## src/rtl/rr_arb_pkg.sv

```systemverilog
// Shared constants for the 2:1 round-robin arbiter: source encoding and
// the reset value of the priority pointer.
package rr_arb_pkg;

  localparam logic SRC_A      = 1'b1;
  localparam logic SRC_B      = 1'b0;
  localparam logic PRIO_RESET = 1'b1;

endpackage

```

## src/rtl/rr_arb_2x1_mux.sv

```systemverilog
// Single-bit 2:1 multiplexer; sel=1 picks a, sel=0 picks b.
module mux_2x1 (
  input  logic a,
  input  logic b,
  input  logic sel,
  output logic y
);

  assign y = sel ? a : b;

endmodule

```

## src/rtl/rr_arb_2x1.sv

```systemverilog
// Two-input round-robin arbiter with one registered output slot.
// Grants are combinational; prio and the output register share one clocked process.
module rr_arb_2x1
  import rr_arb_pkg::*;
#(
  parameter int WIDTH = 8
) (
  input  logic             clk,
  input  logic             rst,
  input  logic             a_valid,
  input  logic [WIDTH-1:0] a_data,
  output logic             a_ready,
  input  logic             b_valid,
  input  logic [WIDTH-1:0] b_data,
  output logic             b_ready,
  output logic             out_valid,
  input  logic             out_ready,
  output logic [WIDTH-1:0] out_data,
  output logic             out_src
);

  logic             prio;
  logic             load;
  logic             grant_a;
  logic             grant_b;
  logic [WIDTH-1:0] sel_data;

  always_comb begin
    grant_a = 1'b0;
    grant_b = 1'b0;
    if (a_valid && b_valid) begin
      grant_a = (prio == SRC_A);
      grant_b = (prio == SRC_B);
    end else begin
      grant_a = a_valid;
      grant_b = b_valid;
    end
  end

  // The slot can take a new word when empty or when it is drained this cycle.
  assign load    = !out_valid || out_ready;
  assign a_ready = !rst && load && grant_a;
  assign b_ready = !rst && load && grant_b;

  for (genvar i = 0; i < WIDTH; i++) begin : g_mux
    mux_2x1 u_mux (
      .a   (a_data[i]),
      .b   (b_data[i]),
      .sel (grant_a),
      .y   (sel_data[i])
    );
  end

  always_ff @(posedge clk) begin
    if (rst) begin
      out_valid <= 1'b0;
      out_data  <= '0;
      out_src   <= SRC_B;
      prio      <= PRIO_RESET;
    end else if (load) begin
      if (grant_a || grant_b) begin
        out_valid <= 1'b1;
        out_data  <= sel_data;
        out_src   <= grant_a ? SRC_A : SRC_B;
        prio      <= grant_a ? SRC_B : SRC_A;
      end else begin
        out_valid <= 1'b0;
      end
    end
  end

endmodule

```

## config.mk

```make
export PLATFORM = sky130hd
export DESIGN_NAME = rr_arb_2x1
export DESIGN_NICKNAME = d
export VERILOG_FILES = /design/src/rtl/rr_arb_pkg.sv /design/src/rtl/rr_arb_2x1_mux.sv /design/src/rtl/rr_arb_2x1.sv
export SDC_FILE = /design/constraint.sdc
export NUM_CORES = 1
export LEC_CHECK = 0
export BUFFER_PORTS_ARGS = -buffer_cell sky130_fd_sc_hd__buf_2
export CORE_UTILIZATION = 38
export DETAILED_ROUTE_END_ITERATION = 6
export GPL_ROUTABILITY_DRIVEN = 0
export GPL_TIMING_DRIVEN = 1
export MAX_ROUTING_LAYER = met4
export PLACE_DENSITY_LB_ADDON = 0.25
export SETUP_SLACK_MARGIN = 0.5
export SLEW_MARGIN = 0
export SYNTH_ARGS = -nofsm -noshare
export SYNTH_HDL_FRONTEND = slang
export SYNTH_HIERARCHICAL = 1
export SYNTH_SLANG_ARGS = --single-unit
```

## constraint.sdc

```tcl
create_clock -name clk -period 1.26 [get_ports clk]
set_input_delay 0 -clock clk [delete_from_list [all_inputs] [get_ports clk]]
set_output_delay 0 -clock clk [all_outputs]
set_load 0.1 [all_outputs]
```

Yosys cells after proc, flatten, opt, wreduce, memory -nomap -nowiden
Index checks and enable logic that the tools add are counted.
W data, S select, Z words.

storage, ports and cells
  bits in registers = 11
  word-level logic and storage cells = 27
  input bits = 21
  output and inout bits = 12

cells by class
  reduce and logical (&&, ||, !) cells = 9
  bitwise logic cells = 1
  multiplexer cells = 13

operators by type and width
  operator             count
  $mux W1              13
  $logic_and A1 B1 Y1  4
  $logic_not A1 Y1     2
  $logic_or A1 B1 Y1   2
  $reduce_and A2 Y1    1
  $not A1 Y1           1

Longest topological paths before layout
Gate-level depths: netlist of run 1.

  word-level depth = 4
  depth in mapped cells = 6
  mapped depth without buffers = 6

Hierarchy
Netlist of run 1, hierarchy kept.

by module, submodules not included
  module      cells each  sequential area each (µm²)  area each (µm²)  times used
  rr_arb_2x1  56          220.2                       500.5            1
  mux_2x1     1           0.0                         15.0             8

Worst setup path after synthesis of run 1
OpenSTA, ideal clock, no wires.

  path kind = register -> output
  from = reg out_valid
  to = out b_ready
  path slack = -1921 ps
  stages on the path, launching flop included = 4
  buffers on the path = 1
  arrival time = 3181 ps
  cells stage by stage = dfxtp_1 nor2b_2 buf_4 nor3_1

between the ends
  cells in the longest elaborated chain, start to end = 4

ends and longest elaborated chain
  element                            RTL line          source
  start: declaration                 rr_arb_2x1.sv:16  output logic out_valid,
  start signal: assignment           rr_arb_2x1.sv:56  out_valid <= 1'b0;
  start signal: assignment           rr_arb_2x1.sv:62  out_valid <= 1'b1;
  start signal: assignment           rr_arb_2x1.sv:67  out_valid <= 1'b0;
  $logic_not A1 Y1                   rr_arb_2x1.sv:41  assign load = !out_valid || out_ready;
  $logic_or A1 B1 Y1                 rr_arb_2x1.sv:41
  $logic_and A1 B1 Y1 (2 in series)  rr_arb_2x1.sv:43  assign b_ready = !rst && load && grant_b;
  end: declaration                   rr_arb_2x1.sv:15  output logic b_ready,

No other way between the ends.

Worst setup path after layout of run 1
  from = reg prio
  to = out a_ready

between the ends
  cells in the longest elaborated chain, start to end = 2

ends and longest elaborated chain
  element                   RTL line          source
  start: declaration        rr_arb_2x1.sv:22  logic prio;
  start signal: assignment  rr_arb_2x1.sv:65  prio <= grant_a ? SRC_B : SRC_A;
  $mux W1                   rr_arb_2x1.sv:31  if (a_valid && b_valid) begin
  $logic_and A1 B1 Y1       rr_arb_2x1.sv:42  assign a_ready = !rst && load && grant_a;
  end: declaration          rr_arb_2x1.sv:12  output logic a_ready,

No other way between the ends.

==> results of run 1 <==
==> cell type report <==
type                       count  share of cell area, %
timing repair buffer          35                  33.96
inverter                       2                 0.9401
sequential                    11                  22.21
multi-input combinational     47                  38.54
clock buffer                   4                  2.468
tap                           16                  1.880
==> critical path: stages (launching register included) <==
cell and delay, ns:
dfxtp_2 0.36, o21ai_4 0.07, buf_4 0.15, nor3_4 0.15
buf_12 0.20
==> kinds of logic after synthesis <==
logic type	Yosys count	synth area share [%]
AO/OA/AOI/OAI	22	19.15
buffers and inverters	6	5.645
flip-flops	11	35.48
multiplexers	8	19.36
AND/OR/NAND/NOR	17	20.36
==> report_power, final <==
group	leakage, nW	internal (mW)	switching, mW	total [mW]
registers	0.0943	0.381	0.0289	0.410
clock network	0.0150	0.122	0.121	0.243
logic	0.355	0.213	0.314	0.527
total	0.465	0.717	0.464	1.18
==> metal layers <==
layer  track usage [%]  vias up  share of wire [%]
li1                  -      300                  -
met1             20.11      276                 43
met2             32.00       18                 51
met3             3.017        2                4.3
met4             7.500        0               0.63
met5                 -        -                  0
==> timing repair <==
| item | 4_1_cts | 5_1_grt |
|---|---|---|
| setup endpoints to repair | 23 | 23 |
| resized for setup | 40 | 1 |
| setup buffers | 2 | 0 |
| pin swaps | 5 | 0 |
| hold endpoints to repair | 0 | 0 |
==> registers in the layout, indices dropped and copies added (netlist names) <==
name / count
out_src: 1
out_valid: 1
prio: 1
out_data: 8
==> per-stage QoR <==
| stage | area, sq um | util, % | std cells | power [mW] | worst slack (ns) |
|---|---|---|---|---|---|
| floorplan | 691.9 | - | 64 | 0.7602 | -0.2773 |
| global placement | 872.1 | 57.23 | 109 | 0.8413 | 0.1153 |
| detailed placement | 872.1 | 57.23 | 109 | 0.8463 | 0.07893 |
| CTS | 1061 | 69.62 | 115 | 1.193 | 0.05815 |
| global route | 1065 | 69.87 | 115 | 1.233 | 0.01992 |
| finish | 1065 | 69.87 | 115 | 1.181 | 0.06741 |
==> worst max-delay path by stage <==
| stage | endpoint | slack (ns) | cells past startpoint |
|---|---|---|---|
| after floorplan | b_ready | -0.28 | 3 |
| after global placement | out_data[7] | 0.12 | 5 |
| after detailed placement | out_data[6] | 0.08 | 5 |
| after CTS | a_ready | 0.06 | 4 |
| after global routing | a_ready | 0.02 | 4 |
| final | a_ready | 0.07 | 4 |
==> cells in the mapped netlist <==
cell,n
a21oi_1,9
nor2b_1,1
nand3b_1,7
inv_1,2
buf_4,1
nor2b_2,1
o21ai_1,5
nand2b_1,1
o21ai_0,5
o21bai_1,1
o31ai_1,1
mux2_4,8
clkbuf_1,1
nor3_1,2
nand2_1,2
buf_2,1
dfxtp_1,11
nand3b_4,1
nor2_4,1
buf_6,1
a21oi_2,1
nor2_1,1
==> metrics.txt, run 1 <==
Final #Nets=121; Initial Utilization=40.72%; r2r worst-path depth=5; Synth top area share=35.48%; Final Max Tran Viols=0; Synth area leaders=dfxtp_1 35%, mux2_4 19%, nand3b_1 8.5%; crit path kind=reg -> out; r2r endpoint=out_data[4]; Syn-to-layout area delta=71.57%; crit share post-route=94.65%; routed wire length=about 1.4 mm; DR WL/cell=12.44 microns; I/O pins=33; RSZ-0062 raised after global routing=yes; min-delay worst type=in -> reg; commonest non-fill, non-tap cell in the layout=buf_2; Max Clock Freq=roughly 840 MHz; Worst R2R Start=prio; CTS root buffer=clkbuf_4; gr usage total=18.17%; core area=about 1500 sq um; status=finished, final reports clean; max cap viols=0; leakage=0.4647 nW; Yosys warning count=6; Hold Path Depth=3; count of state elements after synthesis=11; total number of vias=596; multi-input logic area=between 400 and 500 sq um; total die area=1799 sq um; syn nets=between 80 and 90; Reg area=roughly 240 sq um; r2r setup slk=a little under 0.07 ns; end of the worst hold path=prio; Worst-Skew Late Latency=roughly 0.26 ns; TNS Setup=0 ns; CTS Buf Count=3; DRC errors left=0; startpoint types=register; Crit path arrival time=1.19 ns; fin crit period=1.193 ns; CTS max path bufs=2; sequential share of the synthesized area=a little over a third; Synth Cell Area=slightly above 600 sq um; largest net degree at the start of global routing=18; 1st-iter DRT viols=8; port bufs=32; Post-CTS Hold Fix Bufs=0; first-pass GRT wire length=2.435 mm; final setup violation count=0; share of layout cells above drive strength 1=about two thirds; Die Wd=42.41 microns; Vias/cell=5.183; n_diodes=0; Overflow after GRT=0; Detail Placement HPWL=984.5 microns; Layout fillers=128; PwrDens=around 1100 nW/um^2; initial antenna violation count=0; Cells after Synth=64; Fin. Hold Viols=0; CP endpoint kind=output port; number of global-route vias before repair=598; most frequent cells in the layout=20 x buf_2, 11 x buf_12, 10 x dfxtp_2; CTS tree=done; Yosys cell types=22; die height=42.41 microns; syn avg cell area=9.697 sq um; clk sink count=11; Crit path required time=about 1.3 ns; CTS H-Tree Depth=1; area leader, netlist=dfxtp_1; worst hold margin=0.08540 ns; clk slew on worst S/H paths=0.08 ns; Slew @ Worst Pin=0.3432 ns; Routed Antenna Nets=0; Cell Rows=14; crit-path max FO=3; DRT Pass-1 Iters=3; Clock Skews=between 0.002 and 0.003 ns; crit path from=prio; worst relative slew slack=77.12%; hold path start=b_valid; maximum vdd drop=637.8 uV
Note: power is estimated with default switching activity, not from simulation.
==> run 2: changes to the inputs <==
==> constraint.sdc (replaced) <==
create_clock -name clk -period 1 [get_ports clk]
set_input_delay 0 -clock clk [delete_from_list [all_inputs] [get_ports clk]]
set_output_delay 0 -clock clk [all_outputs]
set_load 0.1 [all_outputs]
==> metrics.txt, run 2 (synthesis gave the netlist of run 1 again) <==
clk slew on worst S/H paths=0.07 ns (about the same); critical-path cell list=buf_6 -> nand2_4 -> nand2_4 -> nor3_4 -> buf_12; Largest stage delay, worst path=0.34 ns (-0.02 ns); Max Clock Freq=slightly above 800 MHz; worst hold margin=0.1098 ns (+0.02440 ns); failing checks=negative setup slack; PwrDens=1293 nW/um^2 (+17%); Vias/cell=5.066 (-2.2%); crit share post-route=123.4%; gr usage total=19.65% (+1.5 points); Worst-Skew Late Latency=0.27 ns (about the same); dpl cell area=1102 sq um (+26%); end of the worst hold path=out_valid; total number of vias=613 (+2.9%); Top reg by flops=out_data; Fin. Hold Viols=0 (unchanged); maximum vdd drop=839.7 uV (+32%); crit path kind=reg -> out; Net Switching=0.6034 mW (+30%); status=complete, but fails checks; first-pass GRT wire length=2.566 mm (+5.4%); Hold Path Depth=2 (-1); RSZ-0062 raised after global routing=yes; PnR worst setup slack=-0.2345 ns (-0.3019 ns); port bufs=32 (unchanged); min-delay worst type=in -> reg; CTS max path bufs=2 (unchanged); slowest CP cell=dfxtp_2; largest net degree at the start of global routing=18 (unchanged); Worst Path Buf+Inv=2 (unchanged); Cell Rows=14 (unchanged); DR WL/cell=13.05 microns (+4.9%); Sw Ratio=39.13% (-0.16 points); Die Wd=42.41 microns (unchanged); CTS H-Tree Depth=1 (unchanged); share of layout cells above drive strength 1=72.38% (+4.7 points); Post-CTS Hold Fix Bufs=0 (unchanged); routed wire length=1.579 mm (+10%); post-layout util=78.24% (+8.4 points); crit-path max FO=2 (-1); Overflow after GRT=0 (unchanged); commonest non-fill, non-tap cell in the layout=buf_2; Crit path arrival time=1.23 ns (+0.04 ns); Clk pwr share=19.8% (-0.8 points); Crit path required time=1.00 ns (-0.26 ns); hold path start=rst; CTS root buffer=clkbuf_4; Final Max Tran Viols=0 (unchanged); r2r setup slk=-0.19 ns (-0.26 ns); max cap viols=0 (unchanged); Routed Antenna Nets=0 (unchanged); die height=42.41 microns (unchanged); clk sink count=11 (unchanged); post-route cell area=1192 sq um (+12%); leakage=0.5216 nW (+12%); Detail Placement HPWL=1.171 mm (+19%); Slew @ Worst Pin=0.3468 ns (+0.003642 ns); CTS Buf Count=3 (unchanged); Initial Utilization=40.72% (unchanged); n_diodes=0 (unchanged); most frequent cells in the layout=20 x buf_2, 13 x buf_12, 10 x dfxtp_4; core area=1524 sq um (unchanged); fin crit period=1.234 ns; most used cell, CP=nand2_4; Syn-to-layout area delta=92.14%; total die area=1799 sq um (unchanged); DRT Pass-1 Iters=4 (+1); total internal power=0.9388 mW (+31%); Reg power frac=32.9% (-1.9 points); DRC errors left=0 (unchanged); r2r endpoint=out_data[7]; Final #Nets=127 (+5.0%); Clock Skews=0.004597 ns (+0.001970 ns); worst relative slew slack=76.82% (-0.30 points); I/O pins=33 (unchanged); CP endpoint kind=output port; Worst R2R Start=prio; number of global-route vias before repair=587 (-1.8%); 1st-iter DRT viols=5 (-3); final setup violation count=10 (+10); combinational share of power=47.4% (+2.8 points); CTS tree=done; family with the most delay on the worst path=flip-flops; initial antenna violation count=0 (unchanged); startpoint types=register; Largest register FFs=8 (unchanged); r2r worst-path depth=5 (unchanged)
-- run 2: area by class of cell --
cell class	instances	area (sq um)
Timing Repair Buffer	41	442.9
Multi-Input combinational cell	47	434.2
Fill cell	105	331.6
Sequential cell	11	259.0
Clock buffer	4	26.28
Tap cell	16	20.02
Inverter	2	10.01
-- run 2: worst max path at each step --
stage	to	slack [ns]	from	cells after the start
CTS	b_ready	-0.24	prio	5
global route	b_ready	-0.29	prio	5
detailed placement	out_data[6]	-0.17	prio	5
global placement	out_data[1]	-0.12	prio	5
finish	b_ready	-0.23	prio	5
floorplan	b_ready	-0.54	out_valid	3
-- run 2: through the flow --
step | instances | setup TNS [ns] | total power [mW] | worst slack (ns)
2_1_floorplan | 64 | -2.535 | 0.9497 | -0.5373
3_5_place_dp | 115 | -1.245 | 1.211 | -0.1729
5_1_grt | 121 | -2.463 | 1.612 | -0.2916
6_report | 121 | -1.948 | 1.542 | -0.2345
3_3_place_gp | 115 | -0.9575 | 1.199 | -0.1243
4_1_cts | 121 | -1.998 | 1.553 | -0.2405
-- run 2: worst register-to-register path, cell delays in order, from the launching register on --
cell and delay, ns:
dfxtp_2 0.34, o21ai_4 0.17, inv_4 0.11, mux2_4 0.31
nand3b_1 0.09, a21oi_1 0.06
-- run 2: power groups by stage --
stage               logic (mW)  registers [mW]  clock network (mW)
finish                   0.730           0.507               0.305
floorplan                0.215           0.735                   0
global placement         0.683           0.515                   0
global route             0.757           0.512               0.343
CTS                      0.732           0.507               0.314
detailed placement       0.694           0.517                   0
-- run 2: layer usage --
metal  vias up  share of wire [%]  track usage (%)
li1        314                  -                -
met3         2                3.2            3.879
met4         0               0.95            5.625
met1       281                 38            20.95
met5         -                  0                -
met2        16                 58            36.31
-- run 2: what timing repair did --
action,4_1_cts,5_1_grt
setup buffers,2,0
setup endpoints to repair,23,23
gates resized for setup,13,0
pin swaps,7,0
